**config.mk**
```make
export PLATFORM = sky130hd
export DESIGN_NAME = br_lite_traffic_agent
export DESIGN_NICKNAME = d
export VERILOG_FILES = /design/src/rtl/br_lite_traffic_agent.sv
export SDC_FILE = /design/constraint.sdc
export NUM_CORES = 2
export LEC_CHECK = 0
export ABC_AREA = 1
export BUFFER_PORTS_ARGS = -buffer_cell sky130_fd_sc_hd__buf_2
export CORE_MARGIN = 5
export CORE_UTILIZATION = 35
export DETAILED_ROUTE_END_ITERATION = 16
export GPL_ROUTABILITY_DRIVEN = 0
export GPL_TIMING_DRIVEN = 0
export PLACE_DENSITY = 0.59
export SETUP_SLACK_MARGIN = 0.3
export SYNTH_ARGS = -nofsm -noshare
export SYNTH_HDL_FRONTEND = slang
export SYNTH_SLANG_ARGS = --single-unit
export TNS_END_PERCENT = 10
```
**constraint.sdc**
```tcl
create_clock -name clk -period 4.6 [get_ports clk]
set_input_delay 0.23 -clock clk [delete_from_list [all_inputs] [get_ports clk]]
set_output_delay 0.23 -clock clk [all_outputs]
set_load 0.01 [all_outputs]
```
**src/rtl/br_lite_traffic_agent.sv**
```systemverilog
// rtl/br_lite_traffic_agent.sv - BrLite per-PE traffic agent: scheduled injection, receive ack, counters
// Schedule FIFO feeds a two-state TX FSM; an independent RX FSM acks with a fixed delay.
module br_lite_traffic_agent #(
  parameter int unsigned      X_CNT     = 4,
  parameter int unsigned      PE_IDX    = 0,
  parameter int unsigned      PAYLOAD_W = 32,
  parameter int unsigned      SVC_W     = 2,
  parameter logic [SVC_W-1:0] SVC_ALL   = SVC_W'(1),
  parameter int unsigned      ID_W      = 5,
  parameter int unsigned      DEPTH     = 16,
  parameter int unsigned      ACK_DELAY = 2,
  parameter int unsigned      DRAIN     = 300
) (
  input  logic                 clk,
  input  logic                 rst_n,
  input  logic                 cfg_we_i,
  input  logic [31:0]          cfg_ts_i,
  input  logic [15:0]          cfg_tgt_i,
  input  logic [PAYLOAD_W-1:0] cfg_payload_i,
  input  logic [SVC_W-1:0]     cfg_svc_i,
  output logic                 cfg_full_o,
  output logic                 cfg_ovf_o,
  input  logic                 busy_i,
  output logic                 tx_req_o,
  input  logic                 tx_ack_i,
  output logic [15:0]          tx_src_o,
  output logic [15:0]          tx_tgt_o,
  output logic [PAYLOAD_W-1:0] tx_payload_o,
  output logic [SVC_W-1:0]     tx_svc_o,
  output logic [ID_W-1:0]      tx_id_o,
  input  logic                 rx_req_i,
  input  logic [15:0]          rx_src_i,
  input  logic [PAYLOAD_W-1:0] rx_payload_i,
  input  logic [SVC_W-1:0]     rx_svc_i,
  output logic                 rx_ack_o,
  output logic [31:0]          tick_o,
  output logic [15:0]          sent_cnt_o,
  output logic [15:0]          rx_all_cnt_o,
  output logic [15:0]          rx_tgt_cnt_o,
  output logic [31:0]          rx_sum_o,
  output logic [15:0]          rx_last_src_o,
  output logic                 done_o
);

  localparam int unsigned PTR_W  = $clog2(DEPTH);
  localparam int unsigned CNT_W  = $clog2(DEPTH + 1);
  localparam int unsigned IDLE_W = $clog2(DRAIN + 1);

  typedef enum logic {TX_IDLE, TX_REQ} tx_state_e;
  typedef enum logic [1:0] {RX_IDLE, RX_WAIT, RX_ACK} rx_state_e;

  function automatic logic [15:0] xy_enc(input logic [15:0] idx);
    logic [31:0] v;
    v = ((32'(idx) % X_CNT) << 8) + 32'(idx) / X_CNT;
    return v[15:0];
  endfunction

  logic [31:0]          ts_mem  [DEPTH];
  logic [15:0]          tgt_mem [DEPTH];
  logic [PAYLOAD_W-1:0] pl_mem  [DEPTH];
  logic [SVC_W-1:0]     svc_mem [DEPTH];

  logic [PTR_W-1:0]  wr_ptr_q, wr_ptr_d, rd_ptr_q, rd_ptr_d;
  logic [CNT_W-1:0]  count_q, count_d;
  logic              fifo_empty, push, pop, launch;
  logic [31:0]       tick_q;
  logic              ovf_q;

  tx_state_e         tx_state_q;
  logic              tx_req_q;
  logic [15:0]       tx_tgt_q;
  logic [PAYLOAD_W-1:0] tx_payload_q;
  logic [SVC_W-1:0]  tx_svc_q;
  logic [ID_W-1:0]   tx_id_q, id_cnt_q;
  logic [15:0]       sent_q;

  rx_state_e         rx_state_q;
  logic [3:0]        dly_q;
  logic              drop_q, rx_ack_q;
  logic [15:0]       rx_all_q, rx_tgt_q, rx_last_q;
  logic [31:0]       rx_sum_q;

  logic [IDLE_W-1:0] idle_cnt_q;
  logic              idle_ok;

  assign fifo_empty = (count_q == '0);
  assign cfg_full_o = (count_q == CNT_W'(DEPTH));
  assign push       = cfg_we_i && !cfg_full_o;
  assign launch     = (tx_state_q == TX_IDLE) && !fifo_empty &&
                      (ts_mem[rd_ptr_q] <= tick_q) && !busy_i;
  assign pop        = launch;

  always_comb begin
    wr_ptr_d = wr_ptr_q;
    rd_ptr_d = rd_ptr_q;
    count_d  = count_q;
    if (push) wr_ptr_d = wr_ptr_q + PTR_W'(1);
    if (pop)  rd_ptr_d = rd_ptr_q + PTR_W'(1);
    case ({push, pop})
      2'b10:   count_d = count_q + CNT_W'(1);
      2'b01:   count_d = count_q - CNT_W'(1);
      default: count_d = count_q;
    endcase
  end

  // Entry storage carries no reset; validity is tracked by the count alone.
  always_ff @(posedge clk) begin
    if (push) begin
      ts_mem[wr_ptr_q]  <= cfg_ts_i;
      tgt_mem[wr_ptr_q] <= cfg_tgt_i;
      pl_mem[wr_ptr_q]  <= cfg_payload_i;
      svc_mem[wr_ptr_q] <= cfg_svc_i;
    end
  end

  always_ff @(posedge clk or negedge rst_n) begin
    if (!rst_n) begin
      wr_ptr_q <= '0;
      rd_ptr_q <= '0;
      count_q  <= '0;
      tick_q   <= '0;
      ovf_q    <= 1'b0;
    end else begin
      wr_ptr_q <= wr_ptr_d;
      rd_ptr_q <= rd_ptr_d;
      count_q  <= count_d;
      tick_q   <= tick_q + 32'd1;
      if (cfg_we_i && cfg_full_o) ovf_q <= 1'b1;
    end
  end

  always_ff @(posedge clk or negedge rst_n) begin
    if (!rst_n) begin
      tx_state_q   <= TX_IDLE;
      tx_req_q     <= 1'b0;
      tx_tgt_q     <= '0;
      tx_payload_q <= '0;
      tx_svc_q     <= '0;
      tx_id_q      <= '0;
      id_cnt_q     <= '0;
      sent_q       <= '0;
    end else begin
      case (tx_state_q)
        TX_IDLE: if (launch) begin
          tx_req_q     <= 1'b1;
          tx_tgt_q     <= xy_enc(tgt_mem[rd_ptr_q]);
          tx_payload_q <= pl_mem[rd_ptr_q];
          tx_svc_q     <= svc_mem[rd_ptr_q];
          tx_id_q      <= id_cnt_q;
          tx_state_q   <= TX_REQ;
        end
        TX_REQ: if (tx_ack_i) begin
          tx_req_q   <= 1'b0;
          id_cnt_q   <= id_cnt_q + ID_W'(1);
          if (sent_q != 16'hFFFF) sent_q <= sent_q + 16'd1;
          tx_state_q <= TX_IDLE;
        end
        default: tx_state_q <= TX_IDLE;
      endcase
    end
  end

  always_ff @(posedge clk or negedge rst_n) begin
    if (!rst_n) begin
      rx_state_q <= RX_IDLE;
      dly_q      <= '0;
      drop_q     <= 1'b0;
      rx_ack_q   <= 1'b0;
      rx_all_q   <= '0;
      rx_tgt_q   <= '0;
      rx_sum_q   <= '0;
      rx_last_q  <= '0;
    end else begin
      case (rx_state_q)
        RX_IDLE: if (rx_req_i) begin
          dly_q      <= 4'(ACK_DELAY - 1);
          drop_q     <= 1'b0;
          rx_sum_q   <= rx_sum_q + 32'(rx_payload_i);
          rx_last_q  <= 16'((32'(rx_src_i) >> 8) + (32'(rx_src_i) & 32'hFF) * X_CNT);
          if (rx_svc_i == SVC_ALL) begin
            if (rx_all_q != 16'hFFFF) rx_all_q <= rx_all_q + 16'd1;
          end else begin
            if (rx_tgt_q != 16'hFFFF) rx_tgt_q <= rx_tgt_q + 16'd1;
          end
          rx_state_q <= RX_WAIT;
        end
        RX_WAIT: begin
          // Remember an early release so the ack becomes a single-cycle pulse.
          if (!rx_req_i) drop_q <= 1'b1;
          if (dly_q == 4'd0) begin
            rx_ack_q   <= 1'b1;
            rx_state_q <= RX_ACK;
          end else begin
            dly_q <= dly_q - 4'd1;
          end
        end
        RX_ACK: if (!rx_req_i || drop_q) begin
          rx_ack_q   <= 1'b0;
          rx_state_q <= RX_IDLE;
        end
        default: rx_state_q <= RX_IDLE;
      endcase
    end
  end

  assign idle_ok = fifo_empty && (tx_state_q == TX_IDLE) && (rx_state_q == RX_IDLE) &&
                   (sent_q != 16'd0) && !cfg_we_i;

  always_ff @(posedge clk or negedge rst_n) begin
    if (!rst_n)                              idle_cnt_q <= '0;
    else if (!idle_ok)                       idle_cnt_q <= '0;
    else if (idle_cnt_q != IDLE_W'(DRAIN))   idle_cnt_q <= idle_cnt_q + IDLE_W'(1);
  end

  assign done_o        = idle_ok && (idle_cnt_q == IDLE_W'(DRAIN));
  assign cfg_ovf_o     = ovf_q;
  assign tx_src_o      = xy_enc(16'(PE_IDX));
  assign tx_req_o      = tx_req_q;
  assign tx_tgt_o      = tx_tgt_q;
  assign tx_payload_o  = tx_payload_q;
  assign tx_svc_o      = tx_svc_q;
  assign tx_id_o       = tx_id_q;
  assign rx_ack_o      = rx_ack_q;
  assign tick_o        = tick_q;
  assign sent_cnt_o    = sent_q;
  assign rx_all_cnt_o  = rx_all_q;
  assign rx_tgt_cnt_o  = rx_tgt_q;
  assign rx_sum_o      = rx_sum_q;
  assign rx_last_src_o = rx_last_q;

endmodule

```
* Word level (Yosys, flattened, before mapping)
Memories as Yosys holds them, arrays and structs flattened. A register that Yosys moved wholly into a read port is not among the register bits.
Cells that the tools add are included.
** Word-level totals
- Flip-flop bits (word level) :: 187
- RAM bits :: 1312
- Input bits :: 138
- Output and inout bits :: 204
- Logic and storage cells :: 120
- Memories kept :: 4
** Cells by class
- Add/subtract/negate cells :: 14
- $lt $le $gt $ge :: 1
- Equality and inequality tests :: 19
- Multiplexer cells :: 24
- Bitwise gates (word level) :: 2
- Reductions and logical operators :: 36
** Memories
- pl_mem :: words 16, bits a word 32, read ports 1, clocked after Yosys merged registers in 1, write ports 1, line 60 : logic [PAYLOAD_W-1:0] pl_mem [DEPTH];
- ts_mem :: words 16, bits a word 32, read ports 1, clocked after Yosys merged registers in 0, write ports 1, line 58 : logic [31:0] ts_mem [DEPTH];
- tgt_mem :: words 16, bits a word 16, read ports 1, clocked after Yosys merged registers in 0, write ports 1, line 59 : logic [15:0] tgt_mem [DEPTH];
- svc_mem :: words 16, bits a word 2, read ports 1, clocked after Yosys merged registers in 1, write ports 1, line 61 : logic [SVC_W-1:0] svc_mem [DEPTH];
** Operator list (count)
- $add 16x1->16 const B :: 3
- $ne 16x16->1 const B :: 3
- $add 32x1->32 const B :: 1
- $add 32x32->32 :: 1
- $le 32x32->1 :: 1
- $mux 9 :: 2
- $reduce_bool 16->1 :: 1
- $add 10x14->15 :: 1
- $reduce_and 3->1 :: 5
- $ne 2x2->1 const B :: 7
- $add 8x10->11 :: 1
- $add 5x1->5 const B :: 2
- $logic_and 1x1->1 :: 10
- $mux 1 :: 10
- $pmux 5 s2 :: 1
- $add 9x1->9 const B :: 1
- $eq 9x9->1 const B :: 1
- $ne 9x9->1 const B :: 1
- $add 4x1->4 const B :: 2
- $mux 4 :: 2
- $pmux 1 s2 :: 4
- $pmux 4 s2 :: 1
- $reduce_and 2->1 :: 4
- $reduce_and 4->1 :: 2
- 15 further kinds :: 29

* Depth between registers and ports, before layout
- Word-level depth :: 7
- Depth in mapped cells :: 33
- Mapped depth without buffers :: 28

* Least setup slack after synthesis
Ideal clock, no wire load.
- Path kind :: reg-to-reg
- Start :: reg count_q[0]
- End :: mem pl_mem[11][0], enable pin
- Setup time :: 523 ps
- Arrival :: 4326 ps
- Data required time :: 4077 ps
- Path slack :: -249 ps
- Stages on the path, launching flop included :: 7
- Buffers on the path :: 0
- Clock period less this slack :: 4849 ps
- Cell sequence :: dfrtp_1 > nor4_1 > nand2_1 > nand2_1 > inv_1 > nand2_1 > nor2_1
** On the way
- Word-level cells in the longest chain between the ends :: 5
** RTL lines
- start: declaration :: line 64 : logic [CNT_W-1:0] count_q, count_d;
- start signal: assignment :: line 126 : count_q <= count_d;
- $eq 5x5->1 :: line 87 : assign cfg_full_o = (count_q == CNT_W'(DEPTH));
- $logic_not 1->1 :: line 88 : assign push = cfg_we_i && !cfg_full_o;
- $logic_and 1x1->1 :: line 88
- $mux 1 :: line 108 : if (push) begin
- $mux 1 (implied by the code) :: line 111 : pl_mem[wr_ptr_q] <= cfg_payload_i;
- end: declaration :: line 60
Every way passes these cells.

* Final worst setup path
- Start :: reg rd_ptr_q[0]
- End :: reg count_q[4]
** On the way
- Word-level cells in the longest chain between the ends :: 6
- Elaborated cells between the ends (all ways) :: 8
- Classes of those cells :: order compare (1); eq/ne (2); mux (1); reduce/logical (3); memory (1)
** RTL lines
- start: declaration :: line 63 : logic [PTR_W-1:0] wr_ptr_q, wr_ptr_d, rd_ptr_q, rd_ptr_d;
- start signal: assignment :: line 125 : rd_ptr_q <= rd_ptr_d;
- $mem_v2 16x32 (*)
- $le 32x32->1 (*) :: line 90 : (ts_mem[rd_ptr_q] <= tick_q) && !busy_i;
- $logic_and 1x1->1 (*) :: line 89 : assign launch = (tx_state_q == TX_IDLE) && !fifo_empty &&
- $logic_and 1x1->1 (*) :: line 90
- net launch :: line 65 : logic fifo_empty, push, pop, launch;
- $eq 2x1->1 or $eq 2x2->1 (tied branches) :: line 99 : case ({push, pop})
- $pmux 5 s2 or $reduce_bool 2->1 (tied branches)
The timed path passes the listed nets; every way through them passes the cells marked *.
A chain may end at the register's enable or synchronous reset.

==> reports/qor.yml <==
cells_and_area:
  multi_input_area_mm2: 0.0169
  area_delta_synth_final_pct: 22.2
  register_area_mm2: 0.0448
  final_common_cell: "edfxtp_1"
  fill_cells: 16500
  fin_nets: 6159
  design_area_mm2: 0.0776
  final_util_pct: 43.0
  layout-drive-gt1-share_pct: 16.0
  layout_common_cells: "edfxtp_1, nor2_1, o21ai_0"
placement:
  portBuffers: 319
  hpwl_um: 145000
  dpl_cell_area_mm2: 0.0697
  dp_slack_ns: -1.82
routing:
  ant_nets: 0
  drt_iter0_markers: 5573
  met1_length_um: 84000
  firstDrtPassIters: 6
  highest_layer: "met4"
  wl_um: 216000
  vias: 46400
  route.detailed.wl_per_inst_um: 25.6
  drc: 0
  wl_met2_um: 102000
  met3_wirelength_um: 19400
  avgViaCountPerCell: 5.49
worst_setup_path:
  cp_max_fo: 8
  crit_required_ns: 5.35
  end_kind: "flop"
  startpoint_type: "flop"
  slowest_stage: "o211ai_1"
  criticalPathCategory: "reg -> reg"
  max_stage_delay_ns: 0.58
  arrival_ns: 5.47
  path_common_cell: "buf_12"
cts:
  htreeDepth: 4
  clock-root-buffer: "clkbuf_16"
  cts_tree: "yes"
  clock_sinks: 1527
  clockBufferDepth: 3
  clkTransAtPathRegs_ns: 0.06
  cts_made_buffers: 162
  clock_latency_ns: 0.85
timing:
  hold_violations: 0
  worstMarginPinSlew_ns: 1.24
  slew_headroom_pct: 17.1
  fin_ws_ns: -0.129
  skew_ns: 0.0657
  fmax_mhz: 211
  grt_setup_unrepaired: "true"
  setup-violations-final: 2
  finalCritPeriodShare_pct: 103
  post-route-min-period_ns: 4.73
  slew_viol_final: 0
logic_synthesis:
  synth_area_leaders: "edfxtp_1, dfrtp_1, o21ai_0"
  synth_edf_count: 1312
  ys_types: 48
  ys_async_sr_fraction_pct: 14.1
  synth_seq_area_share_pct: 70.5
  synth_area_per_cell_um2: 12.2
  synth_top_area_cell: "edfxtp_1"
  synth_seq_cells: 1527
  synth-main-ff-cell: "edfxtp_1"
  yosysTopAreaCellShare_pct: 62.0
  yosys_warnings: 0
  synthCells: 5192
  synthesis.area_mm2: 0.0635
hold_path:
  min_path_type: "in -> reg"
floorplan:
  die_h_um: 436
  start_util_pct: 35.2
  io_pins: 342
  core_mm2: 0.181
  die_x_um: 436
  std_cell_rows: 156
  die-area_mm2: 0.190
grt:
  grt_max_degree: 88
  grt_overflow_total: 0
  track_usage_pct: 21.9
  grt_pass1_wl_um: 309000
  antenna_found_initial: 19
  grt_pass1_vias: 44700
run_status:
  violations: "negative setup slack"
  status: "complete, but fails checks"
job:
  maxCapViolations: 0
power:
  ir_drop_mv: 0.508
  total_leakage_power_nw: 28.2
  powerDensity_mw_per_mm2: 635
-- worst max-delay path, delay by kind of cell (launching register included) --
family,cells,cell delay (ns)
flops,1,0.36
compound gates,5,1.11
simple gates,10,1.10
buf+inv,8,0.93
xor+xnor,1,0.17
fa+ha+maj,3,0.91
-- report_power, final --
group	leakage (nW)	internal, mW	switching [mW]
registers	14.6	16.8	0.680
clock network	2.58	7.39	5.80
logic	11.0	5.56	13.0
total	28.2	29.8	19.5
-- through the flow --
stage | setup TNS, ns | power, mW | instances | hold WS, ns
floorplan | -296.59 | 27.2 | 5213 | -0.0656
global placement | -7082.33 | 34.6 | 7902 | 0.433
detailed placement | -65.63 | 34.9 | 7970 | 0.185
CTS | -0.170 | 48.9 | 8436 | 0.0109
global route | -0.568 | 51.3 | 8445 | 0.0781
finish | -0.235 | 49.3 | 8452 | 0.0665
-- final cells by class --
type	instances	share of cell area, %
multi-input cells	3185	21.8
repair buffers	550	6.05
well taps	2370	3.82
clock buffers	220	5.67
diodes	15	0.0484
inverters	181	0.885
flip-flops and latches	1527	57.7
clock inverters	84	1.25
plain buffers	320	2.74
-- synthesized netlist by cell type, drive strengths merged (4+ instances only) --
master and n:
a21o 4, a21oi 75, a31oi 5, buf 161, clkbuf 159, dfrtp 215
edfxtp 1312, fa 4, ha 90, inv 179, nand2 634, nand3 241
nand3b 10, nand4 25, nor2 819, nor3 33, nor4 12, o211ai 40
o21a 6, o21ai 731, o21bai 5, o221ai 240, o22ai 73, or2 8
xnor2 29, xor2 70
-- layer usage --
| layer | up-vias | GRT usage [%] |
|---|---|---|
| li1 | 20400 | - |
| met1 | 23000 | 28.4 |
| met2 | 2543 | 36.0 |
| met3 | 473 | 3.90 |
| met4 | 0 | 10.1 |
| met5 | - | 0 |
-- registers in the layout, indices dropped and copies added (netlist names), 5 cells and up --
name	count
count_q	5
sent_cnt_o	16
tx_tgt_o	15
rx_sum_o	32
tick_o	32
tx_id_o	5
svc_mem	32
id_cnt_q	5
tx_payload_o	32
ts_mem	512
idle_cnt_q	9
pl_mem	512
rx_tgt_cnt_o	16
rx_last_src_o	11
rx_all_cnt_o	16
tgt_mem	256
-- final timing paths --
path | cells past startpoint | startpoint | endpoint | slack (ns)
setup / recovery | 27 | rd_ptr_q[0] | count_q[4] | -0.13
max in group asynchronous | 5 | rst_n | rx_sum_o[6] | 3.09
min in group asynchronous | 4 | rst_n | tick_o[20] | 0.56
hold / removal | 5 | rx_src_i[1] | rx_last_src_o[4] | 0.07
setup reg to reg | 27 | rd_ptr_q[0] | count_q[4] | -0.13
hold reg to reg | 2 | tx_payload_o[14] | tx_payload_o[14] | 0.46
-- repair_timing --
action                                   CTS  global route
endpoints found under the setup margin    65            64
setup buffers                             17             1
pin swaps                                 16            24
cloned                                     0             0
hold endpoints to repair                1509             0
resized for setup                        228           118
hold buffers                             145             0
-- cells by family (layout without fill, tap and decap cells) --
| logic type | Yosys count | after routing | share of synthesized area (%) |
|---|---|---|---|
| AO/OA/AOI/OAI | 1182 | 1182 | 11.1 |
| adder cells (fa/ha/maj) | 94 | 94 | 1.90 |
| XOR/XNOR | 99 | 99 | 1.37 |
| flip-flops | 1527 | 1527 | 70.5 |
| AND/OR/NAND/NOR | 1788 | 1788 | 11.6 |
| buffers and inverters | 501 | 1355 | 3.51 |
| other | 1 | 37 | 0.00591 |
(Power assumes the default switching activity.)
